**src/rtl/icache_refill_ctrl.sv**
```systemverilog
// icache_refill_ctrl: L1 instruction-cache miss refill and whole-cache flush sequencer.
// Optional macro ICACHE_INVALID_FIRST_EN: prefer the lowest invalid way as refill victim.
module icache_refill_ctrl #(
   parameter  int unsigned N_WAY  = 4,
   parameter  int unsigned N_SETS = 64,
   parameter  int unsigned TAG_W  = 20,
   parameter  int unsigned LINE_W = 512,
   localparam int unsigned IDX_W  = $clog2(N_SETS)
) (
   input  logic                   clk_i,
   input  logic                   rst_i,
   input  logic                   flush_i,
   output logic                   flush_done_o,
   input  logic                   miss_valid_i,
   output logic                   miss_ready_o,
   input  logic [TAG_W-1:0]       miss_tag_i,
   input  logic [IDX_W-1:0]       miss_idx_i,
   input  logic [N_WAY-1:0]       valid_vec_i,
   output logic                   l2_req_valid_o,
   input  logic                   l2_req_ready_i,
   output logic [TAG_W+IDX_W-1:0] l2_req_addr_o,
   input  logic                   l2_rsp_valid_i,
   output logic                   l2_rsp_ready_o,
   input  logic [LINE_W-1:0]      l2_rsp_line_i,
   output logic                   mem_we_o,
   output logic [N_WAY-1:0]       mem_way_o,
   output logic [IDX_W-1:0]       mem_idx_o,
   output logic [TAG_W-1:0]       mem_tag_o,
   output logic [LINE_W-1:0]      mem_line_o,
   output logic                   mem_valid_o,
   output logic                   refill_done_o,
   output logic                   busy_o
);
   localparam int unsigned      WAY_W    = $clog2(N_WAY);
   localparam logic [IDX_W-1:0] LAST_IDX = IDX_W'(N_SETS - 1);

   typedef enum logic [2:0] {S_IDLE, S_FLUSH, S_L2_REQ, S_L2_WAIT, S_WRITE} state_t;

   state_t              r_state, w_state_nxt;
   logic [IDX_W-1:0]    r_cnt, w_cnt_nxt;
   logic [WAY_W-1:0]    r_ptr, w_ptr_nxt;
   logic [WAY_W-1:0]    r_victim, w_victim_nxt, w_victim_sel;
   logic [TAG_W-1:0]    r_tag, w_tag_nxt;
   logic [IDX_W-1:0]    r_idx, w_idx_nxt;
   logic [LINE_W-1:0]   r_line, w_line_nxt;

   logic                   w_flush_done_nxt, w_req_valid_nxt, w_rsp_ready_nxt;
   logic [TAG_W+IDX_W-1:0] w_req_addr_nxt;
   logic                   w_we_nxt, w_mem_valid_nxt, w_refill_done_nxt, w_busy_nxt;
   logic [N_WAY-1:0]       w_way_nxt;
   logic [IDX_W-1:0]       w_mem_idx_nxt;
   logic [TAG_W-1:0]       w_mem_tag_nxt;
   logic [LINE_W-1:0]      w_mem_line_nxt;

`ifdef ICACHE_INVALID_FIRST_EN
   // Lowest-index invalid way wins; round-robin only when the set is full.
   always_comb begin
      w_victim_sel = r_ptr;
      for (int k = int'(N_WAY) - 1; k >= 0; k--) begin
         if (!valid_vec_i[k]) w_victim_sel = WAY_W'(k);
      end
   end
`else
   logic w_unused_valid_vec;
   assign w_unused_valid_vec = ^valid_vec_i;
   assign w_victim_sel       = r_ptr;
`endif

   assign miss_ready_o = (r_state == S_IDLE) && !flush_i;

   always_ff @(posedge clk_i) begin
      if (rst_i) begin
         r_state  <= S_IDLE;
         r_cnt    <= '0;
         r_ptr    <= '0;
         r_victim <= '0;
         r_tag    <= '0;
         r_idx    <= '0;
         r_line   <= '0;
      end else begin
         r_state  <= w_state_nxt;
         r_cnt    <= w_cnt_nxt;
         r_ptr    <= w_ptr_nxt;
         r_victim <= w_victim_nxt;
         r_tag    <= w_tag_nxt;
         r_idx    <= w_idx_nxt;
         r_line   <= w_line_nxt;
      end
   end

   always_comb begin
      w_state_nxt  = r_state;
      w_cnt_nxt    = r_cnt;
      w_ptr_nxt    = r_ptr;
      w_victim_nxt = r_victim;
      w_tag_nxt    = r_tag;
      w_idx_nxt    = r_idx;
      w_line_nxt   = r_line;
      case (r_state)
         S_IDLE: begin
            if (flush_i) begin
               w_state_nxt = S_FLUSH;
               w_cnt_nxt   = '0;
            end else if (miss_valid_i) begin
               w_state_nxt  = S_L2_REQ;
               w_tag_nxt    = miss_tag_i;
               w_idx_nxt    = miss_idx_i;
               w_victim_nxt = w_victim_sel;
            end
         end
         S_FLUSH: begin
            w_cnt_nxt = r_cnt + IDX_W'(1);
            if (r_cnt == LAST_IDX) w_state_nxt = S_IDLE;
         end
         S_L2_REQ: begin
            if (l2_req_ready_i) w_state_nxt = S_L2_WAIT;
         end
         S_L2_WAIT: begin
            if (l2_rsp_valid_i) begin
               w_state_nxt = S_WRITE;
               w_line_nxt  = l2_rsp_line_i;
            end
         end
         S_WRITE: begin
            w_ptr_nxt   = r_ptr + WAY_W'(1);
            w_state_nxt = S_IDLE;
         end
         default: w_state_nxt = S_IDLE;
      endcase

      // Outputs are registered: decode them from the state being entered.
      w_flush_done_nxt  = 1'b0;
      w_req_valid_nxt   = 1'b0;
      w_req_addr_nxt    = '0;
      w_rsp_ready_nxt   = 1'b0;
      w_we_nxt          = 1'b0;
      w_way_nxt         = '0;
      w_mem_idx_nxt     = '0;
      w_mem_tag_nxt     = '0;
      w_mem_line_nxt    = '0;
      w_mem_valid_nxt   = 1'b0;
      w_refill_done_nxt = 1'b0;
      w_busy_nxt        = (w_state_nxt != S_IDLE);
      case (w_state_nxt)
         S_FLUSH: begin
            w_we_nxt         = 1'b1;
            w_way_nxt        = '1;
            w_mem_idx_nxt    = w_cnt_nxt;
            w_flush_done_nxt = (w_cnt_nxt == LAST_IDX);
         end
         S_L2_REQ: begin
            w_req_valid_nxt = 1'b1;
            w_req_addr_nxt  = {w_tag_nxt, w_idx_nxt};
         end
         S_L2_WAIT: w_rsp_ready_nxt = 1'b1;
         S_WRITE: begin
            w_we_nxt          = 1'b1;
            w_way_nxt         = N_WAY'(1) << w_victim_nxt;
            w_mem_idx_nxt     = w_idx_nxt;
            w_mem_tag_nxt     = w_tag_nxt;
            w_mem_line_nxt    = w_line_nxt;
            w_mem_valid_nxt   = 1'b1;
            w_refill_done_nxt = 1'b1;
         end
         default: ;
      endcase
   end

   always_ff @(posedge clk_i) begin
      if (rst_i) begin
         flush_done_o   <= 1'b0;
         l2_req_valid_o <= 1'b0;
         l2_req_addr_o  <= '0;
         l2_rsp_ready_o <= 1'b0;
         mem_we_o       <= 1'b0;
         mem_way_o      <= '0;
         mem_idx_o      <= '0;
         mem_tag_o      <= '0;
         mem_line_o     <= '0;
         mem_valid_o    <= 1'b0;
         refill_done_o  <= 1'b0;
         busy_o         <= 1'b0;
      end else begin
         flush_done_o   <= w_flush_done_nxt;
         l2_req_valid_o <= w_req_valid_nxt;
         l2_req_addr_o  <= w_req_addr_nxt;
         l2_rsp_ready_o <= w_rsp_ready_nxt;
         mem_we_o       <= w_we_nxt;
         mem_way_o      <= w_way_nxt;
         mem_idx_o      <= w_mem_idx_nxt;
         mem_tag_o      <= w_mem_tag_nxt;
         mem_line_o     <= w_mem_line_nxt;
         mem_valid_o    <= w_mem_valid_nxt;
         refill_done_o  <= w_refill_done_nxt;
         busy_o         <= w_busy_nxt;
      end
   end

endmodule

```
**config.mk**
```make
export PLATFORM = sky130hd
export DESIGN_NAME = icache_refill_ctrl
export DESIGN_NICKNAME = d
export VERILOG_FILES = /design/src/rtl/icache_refill_ctrl.sv
export SDC_FILE = /design/constraint.sdc
export NUM_CORES = 1
export LEC_CHECK = 0
export CAP_MARGIN = 20
export CORE_AREA = 5 5 433 435
export DETAILED_ROUTE_END_ITERATION = 10
export DIE_AREA = 0 0 438 440
export GPL_TIMING_DRIVEN = 0
export PLACE_DENSITY = 0.35
export SETUP_SLACK_MARGIN = 0.02
export SLEW_MARGIN = 10
export SYNTH_ARGS = -nofsm -noshare
export SYNTH_HDL_FRONTEND = slang
export SYNTH_SLANG_ARGS = --single-unit
export TNS_END_PERCENT = 100
```
**constraint.sdc**
```tcl
create_clock -name clk_i -period 2.05 [get_ports clk_i]
set_input_delay 0.205 -clock clk_i [delete_from_list [all_inputs] [get_ports clk_i]]
set_output_delay 0.205 -clock clk_i [all_outputs]
set_load 0.01 [all_outputs]
```
=== After elaboration in Yosys (flattened, before gate mapping) ===
Index checks and enable logic that the tools add are counted.

* $add $sub $neg: 2
* Multipliers: 0
* Divide/modulo/power cells: 0
* Magnitude comparators: 0
* Equality and inequality tests: 10
* Shift-type cells: 1
* Mux-type cells: 25
* Bitwise operators: 3
* Reduce and logical (&&, ||, !) cells: 8

{| class="wikitable"
|+ Operators by type and width
! operator !! number
|-
| 512-bit 2-to-1 mux || 2
|-
| 20-bit 2-to-1 mux || 3
|-
| 6-bit 2-to-1 mux || 4
|-
| 6-bit case mux with 2 select lines || 2
|-
| 3-bit 2-to-1 mux || 5
|-
| 3-bit by 2-bit equality test with 1-bit output, second input constant || 4
|-
| 6-bit equality test, second input constant || 2
|-
| 3-bit case mux with 4 select lines || 1
|-
| 4-bit case mux with 2 select lines || 1
|-
| 2-bit OR reduction || 4
|-
| 6-bit by 1-bit adder with 6-bit output, second input constant || 1
|-
| 3-bit by 1-bit equality test with 1-bit output, second input constant || 2
|-
| 3-bit equality test, second input constant || 2
|-
| 2-bit 2-to-1 mux || 3
|-
| 1-bit 2-to-1 mux || 4
|-
| 1-bit by 2-bit left shift with 4-bit output, first input constant || 1
|-
| 3-bit zero test || 1
|-
| 1-bit NOT || 3
|-
| 3-bit nonzero test || 1
|-
| 2-bit by 1-bit adder with 2-bit output, second input constant || 1
|-
| 1-bit logical AND || 1
|-
| 1-bit zero test || 1
|}

* Bits in registers: 1125
* Bits in latches: 0
* Memory bits (writable): 0
* Memory bits (read-only): 0
* Output and inout bits: 576
* Memories: 0

=== Longest topological paths before layout ===
* Depth in word-level cells: 6
* Depth in mapped cells: 9

=== Worst setup path after synthesis ===
Ideal clock, no wire load.

* Path type: reg2reg
* Start: register r_state[2]
* End: register flush_done_o
* Arrival: 1.556 ns
* Slack: 0.433 ns
* Cell stages (with the launch flop): 6
* Period minus slack after synthesis: 1.617 ns
* Path through: dfxtp_1 > buf_2 > or3b_1 > a31o_2 > a31o_2 > and4bb_1

* Longest elaborated chain between the ends: 6

{| class="wikitable"
|+ Ends and longest elaborated chain
! what !! RTL line !! source
|-
| start, declared || 39 || <nowiki>state_t r_state, w_state_nxt;</nowiki>
|-
| start signal, assigned || 81 || <nowiki>r_state <= w_state_nxt;</nowiki>
|-
| 3-bit 2-to-1 mux || 104 || <nowiki>end else if (miss_valid_i) begin</nowiki>
|-
| 3-bit 2-to-1 mux || 101 || <nowiki>if (flush_i) begin</nowiki>
|-
| 3-bit case mux with 4 select lines || 99 || <nowiki>case (r_state)</nowiki>
|-
| 3-bit by 1-bit equality test with 1-bit output || 144 || <nowiki>case (w_state_nxt)</nowiki>
|-
| 1-bit NOT (no source line) || n/a ||
|-
| 2-bit OR reduction (no source line) || n/a ||
|-
| end signal, assigned || 184 || <nowiki>flush_done_o <= w_flush_done_nxt;</nowiki>
|-
| end, declared || 13 || <nowiki>output logic flush_done_o,</nowiki>
|}

Several ways; a longest one is shown, not always the timed one.
A chain may end at the register's enable or synchronous reset.

=== Worst setup path in the final report ===
* Start: register r_state[2]
* End: output miss_ready_o

* Longest elaborated chain between the ends: 2

{| class="wikitable"
|+ Ends and longest elaborated chain
! what !! RTL line !! source
|-
| 3-bit zero test || 69 || <nowiki>assign miss_ready_o = (r_state == S_IDLE) && !flush_i;</nowiki>
|-
| 1-bit logical AND || 69 ||
|-
| end, declared || 15 || <nowiki>output logic miss_ready_o,</nowiki>
|}

Every way passes these cells.

==> flow_results.xml <==
<?xml version="1.0" encoding="UTF-8"?>
<metrics>
  <group name="sta">
    <metric name="worst_setup_margin" unit="ns">-0.0289</metric>
    <metric name="finClkSkew" unit="ns">0.0300</metric>
    <metric name="grt_setup_unrepaired" unit="">yes</metric>
    <metric name="setup_tns" unit="ns">-0.0289</metric>
    <metric name="timing.final.crit_share" unit="">1.01</metric>
    <metric name="hold_violations" unit="">0</metric>
    <metric name="slew_headroom" unit="">0.458</metric>
    <metric name="final-max-slew-violation-count" unit="">0</metric>
    <metric name="setup_viol" unit="">1</metric>
    <metric name="layout_min_cycle_time" unit="ns">2.08</metric>
    <metric name="clock.fmax" unit="MHz">481</metric>
    <metric name="max_slew.worst_pin.slew" unit="ns">0.813</metric>
  </group>
  <group name="floorplan">
    <metric name="die-area" unit="mm²">0.193</metric>
    <metric name="core.rowCount" unit="">157</metric>
    <metric name="start_util" unit="">0.103</metric>
    <metric name="die_width" unit="µm">438</metric>
    <metric name="dieHeight" unit="µm">440</metric>
    <metric name="placeableCoreArea" unit="mm²">0.183</metric>
    <metric name="ioPinCount" unit="">1124</metric>
  </group>
  <group name="global_route">
    <metric name="remaining_global_route_overflow" unit="">0</metric>
    <metric name="vias_in_the_first_global_route" unit="">21700</metric>
    <metric name="track_usage" unit="">0.143</metric>
    <metric name="grt_antenna_before_repair" unit="">45</metric>
    <metric name="grt_first_pass_wirelength" unit="mm">188</metric>
    <metric name="grt_max_degree" unit="">15</metric>
  </group>
  <group name="detailed_routing">
    <metric name="sum_of_routed_wire_length_over_all_layers" unit="mm">145</metric>
    <metric name="vias" unit="">20800</metric>
    <metric name="initialDrtViolationCount" unit="">1031</metric>
    <metric name="detailed_routing_iteration_count_for_the_pre_antenna_repair_pass" unit="">5</metric>
    <metric name="post_drt_via_cell_ratio" unit="">3.40</metric>
    <metric name="detail-route-antenna-nets" unit="">0</metric>
    <metric name="remaining_drc_errors" unit="">0</metric>
    <metric name="routed_wire_length_per_instance" unit="µm">23.7</metric>
  </group>
  <group name="final_layout">
    <metric name="register_area" unit="mm²">0.0123</metric>
    <metric name="multi_input_comb_area" unit="mm²">0.00630</metric>
    <metric name="final_layout_size_suffix_gt1_frac" unit="">0.110</metric>
    <metric name="fill_cells" unit="">20200</metric>
    <metric name="finish.net_count" unit="">4186</metric>
    <metric name="area.growth.synth_to_final" unit="%">118</metric>
  </group>
  <group name="synthesis">
    <metric name="yosys.area_share.adder" unit="">0.000664</metric>
    <metric name="synthesis.nets" unit="">2569</metric>
    <metric name="muxShareOfSynthArea" unit="">0.00492</metric>
    <metric name="synth.top_cells.by_area" unit="">sky130_fd_sc_hd__dfxtp_1, sky130_fd_sc_hd__nor3_1, sky130_fd_sc_hd__nand2_1</metric>
    <metric name="ys_seq_elements" unit="">613</metric>
    <metric name="yosysWarnings" unit="">0</metric>
    <metric name="yosys.area.top_type" unit="">sky130_fd_sc_hd__dfxtp_1</metric>
    <metric name="synth_seq_area_share" unit="">0.652</metric>
    <metric name="avgSynthCellArea" unit="µm²">9.32</metric>
    <metric name="synth.cell_area" unit="mm²">0.0188</metric>
    <metric name="synth_top_family_by_area" unit="">simple AND/OR/NAND/NOR gates</metric>
    <metric name="syn-instance-count" unit="">2020</metric>
    <metric name="synthDominantCellAreaShare" unit="">0.652</metric>
    <metric name="post_synth_num_cell_types" unit="">43</metric>
    <metric name="synthesized_area_fraction_occupied_by_ao_oa_aoi_and_oai_cells" unit="">0.0219</metric>
    <metric name="yosys.area_share.simple" unit="">0.272</metric>
    <metric name="synth_xor_area_frac" unit="">0.00140</metric>
  </group>
  <group name="critical_path">
    <metric name="critical_path_buf_inv_count" unit="">3</metric>
    <metric name="setup.worst_path.end_class" unit="">output pin</metric>
    <metric name="crit_arrival" unit="ns">1.87</metric>
    <metric name="r2r_cells" unit="">9</metric>
    <metric name="setup.worst_path.class" unit="">reg2out</metric>
    <metric name="worstSetupPathDepth" unit="">5</metric>
    <metric name="critical_path_s_largest_stage_delay" unit="ns">0.41</metric>
    <metric name="worstPathRequired" unit="ns">1.85</metric>
    <metric name="cp_cell_sequence" unit="">buf_6, or3_4, buf_8, nor2_4, buf_6</metric>
    <metric name="worst_path_max_delay_cell" unit="">sky130_fd_sc_hd__or3_4</metric>
    <metric name="cp-start-kind" unit="">register</metric>
    <metric name="worst_path_dominant_cell_family" unit="">simple AND/OR/NAND/NOR gates</metric>
    <metric name="critical_path_peak_fanout" unit="">6</metric>
    <metric name="cpMostUsedCell" unit="">sky130_fd_sc_hd__buf_6</metric>
  </group>
  <group name="pwr">
    <metric name="irDropWorstVdd" unit="mV">0.501</metric>
    <metric name="power.leakage" unit="nW">13.9</metric>
    <metric name="design_power_total" unit="mW">29.7</metric>
    <metric name="power-per-cell-area" unit="mW/mm²">724</metric>
  </group>
  <group name="outcome">
    <metric name="result_of_the_run" unit="">finished with violations</metric>
    <metric name="violations" unit="">negative setup slack</metric>
  </group>
  <group name="clock_network">
    <metric name="htreeDepth" unit="">3</metric>
    <metric name="clk_latency" unit="ns">0.69</metric>
    <metric name="tritoncts.num_buffers" unit="">83</metric>
    <metric name="max-clock-path-buffers" unit="">3</metric>
    <metric name="cts_tree" unit="">built</metric>
    <metric name="numClockSinks" unit="">613</metric>
    <metric name="path_clk_slew" unit="ns">0.06</metric>
    <metric name="clk_root_buffer_cell" unit="">sky130_fd_sc_hd__clkbuf_16</metric>
  </group>
  <group name="run">
    <metric name="drv.max_cap_violation_count" unit="">0</metric>
  </group>
  <group name="place">
    <metric name="io_port_bufs" unit="">1119</metric>
    <metric name="routabilityCongestion" unit="">0.877</metric>
    <metric name="dpl.hpwl" unit="mm">119</metric>
  </group>
  <group name="hold_path">
    <metric name="worst_hold_path_stage_count" unit="">3</metric>
    <metric name="min-delay-path-class" unit="">in2reg</metric>
  </group>
</metrics>
==> through the flow <==
stage	utilization	setup WS [ns]	hold slack (ns)	instances	cell area, µm²
3_3_place_gp	0.181	-2.03	0.484	5524	33000
6_report	0.224	-0.0289	0.0747	6107	41000
4_1_cts	0.223	-0.197	0.0000269	6086	40700
3_5_place_dp	0.181	-1.36	0.488	5527	33100
2_1_floorplan	-	0.433	0.323	2020	18800
5_1_grt	0.224	-0.145	0.0300	6097	41000
==> sequential cells by signal, summed over array words and instances, names as in the netlist <==
name and flops:
busy_o 1, flush_done_o 1, l2_req_addr_o 26, l2_req_valid_o 1, l2_rsp_ready_o 1, mem_idx_o 6
mem_line_o 512, mem_tag_o 20, mem_way_o 4, mem_we_o 1, r_cnt 6, r_idx 6
r_ptr 2, r_state 3, r_tag 20, r_victim 2, refill_done_o 1
==> report_power, final <==
| part | internal [mW] | total, mW | leakage [nW] | switching [mW] |
|---|---|---|---|---|
| Sequential | 12.0 | 12.0 | 4.94 | 0.0244 |
| Clock | 8.61 | 14.8 | 1.36 | 6.17 |
| Combinational | 1.69 | 2.90 | 7.61 | 1.20 |
| Total | 22.3 | 29.7 | 13.9 | 7.39 |
==> routing by layer <==
layer	wire (µm)	global-route usage	vias to the layer above
li1	-	-	9924
met1	55100	0.158	9863
met2	73500	0.252	729
met3	10400	0.0452	222
met4	5890	0.0616	14
met5	95	0	-
==> cells by family after synthesis <==
family / count (synthesis)
flip-flops: 613
XOR/XNOR: 3
adder cells (fa/ha/maj): 1
buffers and inverters: 199
AO/OA/AOI/OAI: 73
multiplexers: 9
AND/OR/NAND/NOR: 1122
==> what timing repair did <==
action,in CTS,in global routing
setup endpoints to repair,568,265
gates resized for setup,248,90
setup buffers,21,6
pin swaps,9,7
hold buffers,387,0
endpoints found under the hold margin,387,0
cloned,2,1
==> cell usage in the layout (no fill, tap or decap), types with 4 or more instances in the layout <==
cell type / instances
sky130_fd_sc_hd__clkinv_2: 18
sky130_fd_sc_hd__nor2_1: 18
sky130_fd_sc_hd__mux2i_1: 7
sky130_fd_sc_hd__clkbuf_8: 17
sky130_fd_sc_hd__buf_12: 12
sky130_fd_sc_hd__bufinv_16: 4
sky130_fd_sc_hd__nand3_1: 27
sky130_fd_sc_hd__nor3_4: 26
sky130_fd_sc_hd__buf_6: 9
sky130_fd_sc_hd__clkbuf_4: 15
sky130_fd_sc_hd__a21oi_2: 5
sky130_fd_sc_hd__dlygate4sd3_1: 387
sky130_fd_sc_hd__clkbuf_2: 54
sky130_fd_sc_hd__dlygate4sd2_1: 22
sky130_fd_sc_hd__nor3_1: 415
sky130_fd_sc_hd__clkbuf_16: 84
sky130_fd_sc_hd__nor3_2: 52
sky130_fd_sc_hd__o21ai_0: 22
sky130_fd_sc_hd__nor2b_1: 25
sky130_fd_sc_hd__nand2_1: 486
sky130_fd_sc_hd__o31ai_1: 4
sky130_fd_sc_hd__nand2_4: 4
sky130_fd_sc_hd__and2_1: 42
sky130_fd_sc_hd__nand2_2: 4
sky130_fd_sc_hd__buf_4: 41
sky130_fd_sc_hd__o21ai_1: 4
sky130_fd_sc_hd__buf_2: 19
sky130_fd_sc_hd__clkdlybuf4s50_1: 1095
sky130_fd_sc_hd__a21oi_1: 24
sky130_fd_sc_hd__dfxtp_1: 609
sky130_fd_sc_hd__diode_2: 18
sky130_fd_sc_hd__clkbuf_1: 79
sky130_fd_sc_hd__buf_8: 7
==> final timing paths <==
kind,start,endpoint,slack (ns)
max,r_state[2],miss_ready_o,-0.03
min,l2_rsp_line_i[363],mem_line_o[363],0.07
max reg2reg,r_state[2],mem_line_o[505],0.08
min reg2reg,r_tag[8],r_tag[8],0.49
==> cells in the mapped netlist, drive strengths merged <==
master   count
and4bb       1
nand2      495
nor3b        2
a32o         1
nor2        19
or2          1
ha           1
or3b         1
mux2         2
nand3b       2
nand2b       3
a31oi        1
buf         69
a31o         2
and3         4
clkbuf     127
xor2         2
and2        44
a211oi       1
o21ai       27
a22oi        2
o2bb2ai      2
nand3       27
xnor2        1
a41oi        1
dfxtp      613
or3          2
a21oi       29
o31ai        4
o22ai        3
nor3       493
nand4        2
mux2i        7
inv          3
nor2b       26
==> tightest hold or removal path, stage by stage <==
cell and delay (ns):
sky130_fd_sc_hd__clkdlybuf4s50_1 0.42, sky130_fd_sc_hd__nand2_1 0.07, sky130_fd_sc_hd__nor3_1 0.04
==> cell type report <==
class                   instances  share of cell area
repair buffers               1539               0.376
flip-flops and latches        613               0.300
multi-input cells            1208               0.154
well taps                    2385              0.0728
clock buffers                 117              0.0577
plain buffers                 189              0.0292
clock inverters                35             0.00925
diodes                         18             0.00110
inverters                       3            0.000336
(Power assumes the default switching activity.)
==> RTL change 1: new RTL, same flow settings <==
The option `ICACHE_INVALID_FIRST_EN` is turned on by a define.
--- a/src/rtl/icache_refill_ctrl.sv
+++ b/src/rtl/icache_refill_ctrl.sv
@@ -1,5 +1,7 @@
 // icache_refill_ctrl: L1 instruction-cache miss refill and whole-cache flush sequencer.
 // Optional macro ICACHE_INVALID_FIRST_EN: prefer the lowest invalid way as refill victim.
+`define ICACHE_INVALID_FIRST_EN
+
 module icache_refill_ctrl #(
    parameter  int unsigned N_WAY  = 4,
    parameter  int unsigned N_SETS = 64,
Function: changed (Yosys sat finds a counterexample within 4 cycles, from zero or initial values and one cycle with rst_i high).
==> RTL change 1 against the unedited design <==
  * Final area decreased by 7.4%
  * Register-to-register slack improved by 0.04 ns
  * Non-clock buffer count decreased by 192
  * Synthesized cell count decreased by 31%
  * Worst setup slack improved by 0.15 ns
  * Total power decreased by 0.23%
  * Clock power increased by 3%
  * Global-route usage decreased by 2.7 points
  * Sequential cell count unchanged
  * Combinational power decreased by 19%
  * Area after synthesis decreased by 9.9%
  * Clock skew increased by 0.013 ns
  * Routed wire length decreased by 19%
  * Largest cell class unchanged
  * Largest power group unchanged
==> RTL change 1: results (changes against the unedited design) <==
| Metric | Value |
|---|---|
| Status | `finished, final reports clean (was complete, but fails checks)` |
| Most frequent cells after synthesis | `613 x dfxtp_1, 512 x and2_1, 88 x nor2_1, 47 x buf_2, 28 x mux2i_1 (was 613 x dfxtp_1, 494 x nand2_1, 492 x nor3_1, 127 x clkbuf_1, 44 x and2_1)` |
| Post-place instance area | `31200 sq um (was 33100 sq um)` |
| Adder-cell area share of the yosys netlist | `0.000738 (was 0.000664)` |
| Mux contribution to synthesized area | `0.0165 (was 0.00492)` |
| Via/cell ratio | `2.85 (was 3.40)` |
| Setup Fix Bufs, Post-CTS | `7 (was 21)` |
| Synth cell types | `41 (was 43)` |
| R2R cell count | `6 (was 9)` |
| Xor and xnor fraction of the mapped netlist area | `0.00207 (was 0.00140)` |
| Mean area per synthesized cell | `12.2 sq um (was 9.32 sq um)` |
| Post-DP HPWL | `97700 um (was 119000 um)` |
| CTS resizes | `157 (was 248)` |
| Clk Latency, worst-skew pair | `0.71 ns (was 0.69 ns)` |
| Clock Skews | `0.0425 ns (was 0.0300 ns)` |
| Cell Int Power | `22600 uW (was 22300 uW)` |
| Non-filler cells, final | `5404 (was 6107)` |
| Fin Hold WS | `0.0849 ns (was 0.0747 ns)` |
| R2r setup slk | `0.12 ns (was 0.08 ns)` |
| Clk pwr share | `0.513 (was 0.498)` |
| CP max FO | `10 (was 6)` |
| I/O Buffers | `1123 (was 1119)` |
| P_clk | `15200 uW (was 14800 uW)` |
| Syn_nets | `1945 (was 2569)` |
| Fill count | `19900 (was 20200)` |
| Nets@finish | `3485 (was 4186)` |
| First-pass GRT wire length | `150000 um (was 188000 um)` |
| Routability-driven placement congestion ratio | `0.884 (was 0.877)` |
| Comb. pwr | `2340 uW (was 2900 uW)` |
| Synth area leaders | `dfxtp_1 72%, and2_1 19%, nor2_1 1.9% (was dfxtp_1 65%, nor3_1 13%, nand2_1 9.8%)` |
| Drt first-iter violations | `457 (was 1031)` |
## RTL change 1: cell types whose count changed in the layout (fill, tap and decap cells not counted), moves of 19 or more
cell	change
a21oi_1	-20
and2_1	+433
and2_4	+19
clkbuf_1	-52
clkbuf_2	-46
dlygate4sd3_1	-65
nand2_1	-481
nand3_1	-22
nor2_1	+69
nor2b_1	-22
nor3_1	-412
nor3_2	-52
nor3_4	-26
## RTL change 1: how the worst max path moves through the flow
stage,start,end,slack (ns),depth (start not counted)
4_1_cts,r_state[2]$_SDFF_PP0_,mem_line_o[13]$_SDFF_PP0_,0.02,10
3_5_place_dp,l2_rsp_valid_i,mem_line_o[195]$_SDFF_PP0_,-0.92,10
3_3_place_gp,l2_rsp_valid_i,mem_line_o[195]$_SDFF_PP0_,-0.89,10
6_report,r_state[0]$_SDFF_PP0_,mem_tag_o[18]$_SDFF_PP0_,0.12,6
5_1_grt,r_state[2]$_SDFF_PP0_,mem_tag_o[4]$_SDFF_PP0_,-0.002,9
2_1_floorplan,r_state[0]$_SDFF_PP0_,mem_tag_o[11]$_SDFF_PP0_,0.31,7
## RTL change 1: worst max-delay path: stages (launching register included)
cell	delay (ns)
dfxtp_4	0.36
nor2_2	0.20
and4b_2	0.33
buf_6	0.20
buf_8	0.21
mux2i_4	0.33
nor2_1	0.14
## RTL change 1: layer usage
metal / vias up / wire [um] / track usage
met5: - / 13 / 0
met4: 2 / 3390 / 0.0421
met3: 138 / 12100 / 0.0509
met2: 684 / 58000 / 0.197
met1: 7146 / 44500 / 0.127
li1: 7416 / - / -
## RTL change 1: area by class of cell
type,instances,area share
repair buffers,1461,0.386
multi-input cells,695,0.117
inverters,7,0.000824
plain buffers,75,0.0167
diodes,18,0.00119
clock buffers,119,0.0636
flip-flops and latches,613,0.324
well taps,2385,0.0786
clock inverters,31,0.0121
==> RTL change 2: new RTL, same flow settings <==
Without the edit above. Encoding of `state_t`: now one-hot (5 bits for 5 states).
--- a/src/rtl/icache_refill_ctrl.sv
+++ b/src/rtl/icache_refill_ctrl.sv
@@ -34,7 +34,7 @@
    localparam int unsigned      WAY_W    = $clog2(N_WAY);
    localparam logic [IDX_W-1:0] LAST_IDX = IDX_W'(N_SETS - 1);
 
-   typedef enum logic [2:0] {S_IDLE, S_FLUSH, S_L2_REQ, S_L2_WAIT, S_WRITE} state_t;
+   typedef enum logic [4:0] {S_IDLE = 5'b00001, S_FLUSH = 5'b00010, S_L2_REQ = 5'b00100, S_L2_WAIT = 5'b01000, S_WRITE = 5'b10000} state_t;
 
    state_t              r_state, w_state_nxt;
    logic [IDX_W-1:0]    r_cnt, w_cnt_nxt;
Behaviour: same outputs for any inputs over 4 cycles, from zero or initial values and one cycle with rst_i high; so few cycles prove little.
==> RTL change 2 against the unedited design <==
  * The flow still finishes with violations (setup timing)
  * Total power decreased by 2.0%
  * Final area decreased by 5.0%
  * Worst setup slack got worse by 0.21 ns
  * Register-to-register slack got worse by 0.30 ns
  * Synthesized cell count decreased by 30%
  * Routed wire length decreased by 9.3%
  * Sequential cell count increased by 2
  * First-iteration DRC count decreased by 43%
  * Combinational power decreased by 25%
  * Area after synthesis decreased by 9.5%
  * Clock power about the same
  * Largest power group unchanged
  * Highest routed layer unchanged
==> RTL change 2: results (changes against the unedited design) <==
| Metric | Value |
|---|---|
| Status | `complete, but fails checks (unchanged)` |
| Failing checks | `setup timing (unchanged)` |
| CTS resizes | `457 (was 248)` |
| CP max-delay cell | `or4_4 (was or3_4)` |
| Setup Fix Bufs, Post-CTS | `51 (was 21)` |
| Nets@finish | `3422 (was 4186)` |
| Met2 routed WL | `66800 um (was 73500 um)` |
| Adder-cell area share of the yosys netlist | `0.000735 (was 0.000664)` |
| Post-place instance area | `31200 sq um (was 33100 sq um)` |
| Clock Skews | `0.0326 ns (was 0.0300 ns)` |
| Final WS setup | `-0.238 ns (was -0.0289 ns)` |
| Gr usage total | `0.131 (was 0.143)` |
| WL/cell | `24.6 um (was 23.7 um)` |
| First-pass GRT wire length | `166000 um (was 188000 um)` |
| Met3 WL post-DR | `12500 um (was 10400 um)` |
| Comb. pwr | `2170 uW (was 2900 uW)` |
| Setup tns final | `-42.65 ns (was -0.0289 ns)` |
| Sequential-to-total area share from yosys stat | `0.723 (was 0.652)` |
| Largest net degree at the start of global routing | `12 (was 15)` |
| FF-to-FF End | `mem_line_o[372]$_SDFF_PP0_ (was mem_line_o[505]$_SDFF_PP0_)` |
| R2R cell count | `11 (was 9)` |
| # setup viols final | `507 (was 1)` |
| Non-filler cells, final | `5348 (was 6107)` |
| P_leak | `0.0146 uW (was 0.0139 uW)` |
| Placed cells | `4915 (was 5527)` |
| Grt met2 use | `0.227 (was 0.252)` |
| Most frequent cells after synthesis | `615 x dfxtp_1, 513 x and2_1, 89 x nor2_1, 66 x clkbuf_1, 28 x mux2i_1 (was 613 x dfxtp_1, 494 x nand2_1, 492 x nor3_1, 127 x clkbuf_1, 44 x and2_1)` |
| Synth area leaders | `dfxtp_1 72%, and2_1 19%, nor2_1 2.0% (was dfxtp_1 65%, nor3_1 13%, nand2_1 9.8%)` |
| Hold Buf Count CTS | `170 (was 387)` |
| Critical path's largest stage delay | `0.45 ns (was 0.41 ns)` |
| Compound-Gate Fraction of Synth Area | `0.0128 (was 0.0219)` |
| Sequential power share | `0.416 (was 0.404)` |
| VDD IR max | `0.584 mV (was 0.501 mV)` |
| Ratio of cells with drive above 1 in the final layout | `0.180 (was 0.110)` |
| Cell Int Power | `22300 uW (about the same)` |
| Met1 layer usage reported by global route | `0.137 (was 0.158)` |
-- RTL change 2: cells by family after synthesis --
logic type | count (synthesis)
DFF | 615
muxes | 31
and+or+nand+nor | 635
buffers and inverters | 93
AOI/OAI and AO/OA | 33
xor gates and xnor gates | 3
adders and majority gates | 1
-- RTL change 2: final cells by class --
cell class | count | area (sq um)
Fill cell | 19900 | 144000
Antenna cell | 25 | 62.6
Inverter | 12 | 73.8
Tap cell | 2385 | 2980
Timing Repair Buffer | 1386 | 14400
Clock inverter | 32 | 338
Clock buffer | 118 | 2410
Multi-Input combinational cell | 703 | 5230
Timing Repair inverter | 1 | 30.0
Sequential cell | 615 | 12300
Buffer | 71 | 1150
-- RTL change 2: worst min-delay path by stage --
stage / end / cells past startpoint / slack [ns] / startpoint
after floorplan: mem_line_o[0]$_SDFF_PP0_ / 1 / 0.33 / l2_rsp_line_i[0]
after global placement: l2_req_addr_o[13]$_SDFF_PP0_ / 2 / 0.50 / r_tag[7]$_SDFF_PP0_
after detailed placement: l2_req_addr_o[13]$_SDFF_PP0_ / 2 / 0.50 / r_tag[7]$_SDFF_PP0_
after CTS: mem_line_o[207]$_SDFF_PP0_ / 2 / 0.00002 / l2_rsp_line_i[207]
after global routing: mem_line_o[231]$_SDFF_PP0_ / 2 / 0.01 / l2_rsp_line_i[231]
final: mem_line_o[467]$_SDFF_PP0_ / 2 / 0.1 / l2_rsp_line_i[467]
-- RTL change 2: critical path: cells and delay by family, from the launching register on --
| kind | cells | cell delay (ns) |
|---|---|---|
| AND/OR/NAND/NOR | 2 | 0.85 |
| flip-flops | 1 | 0.35 |
| buffers and inverters | 2 | 0.19 |
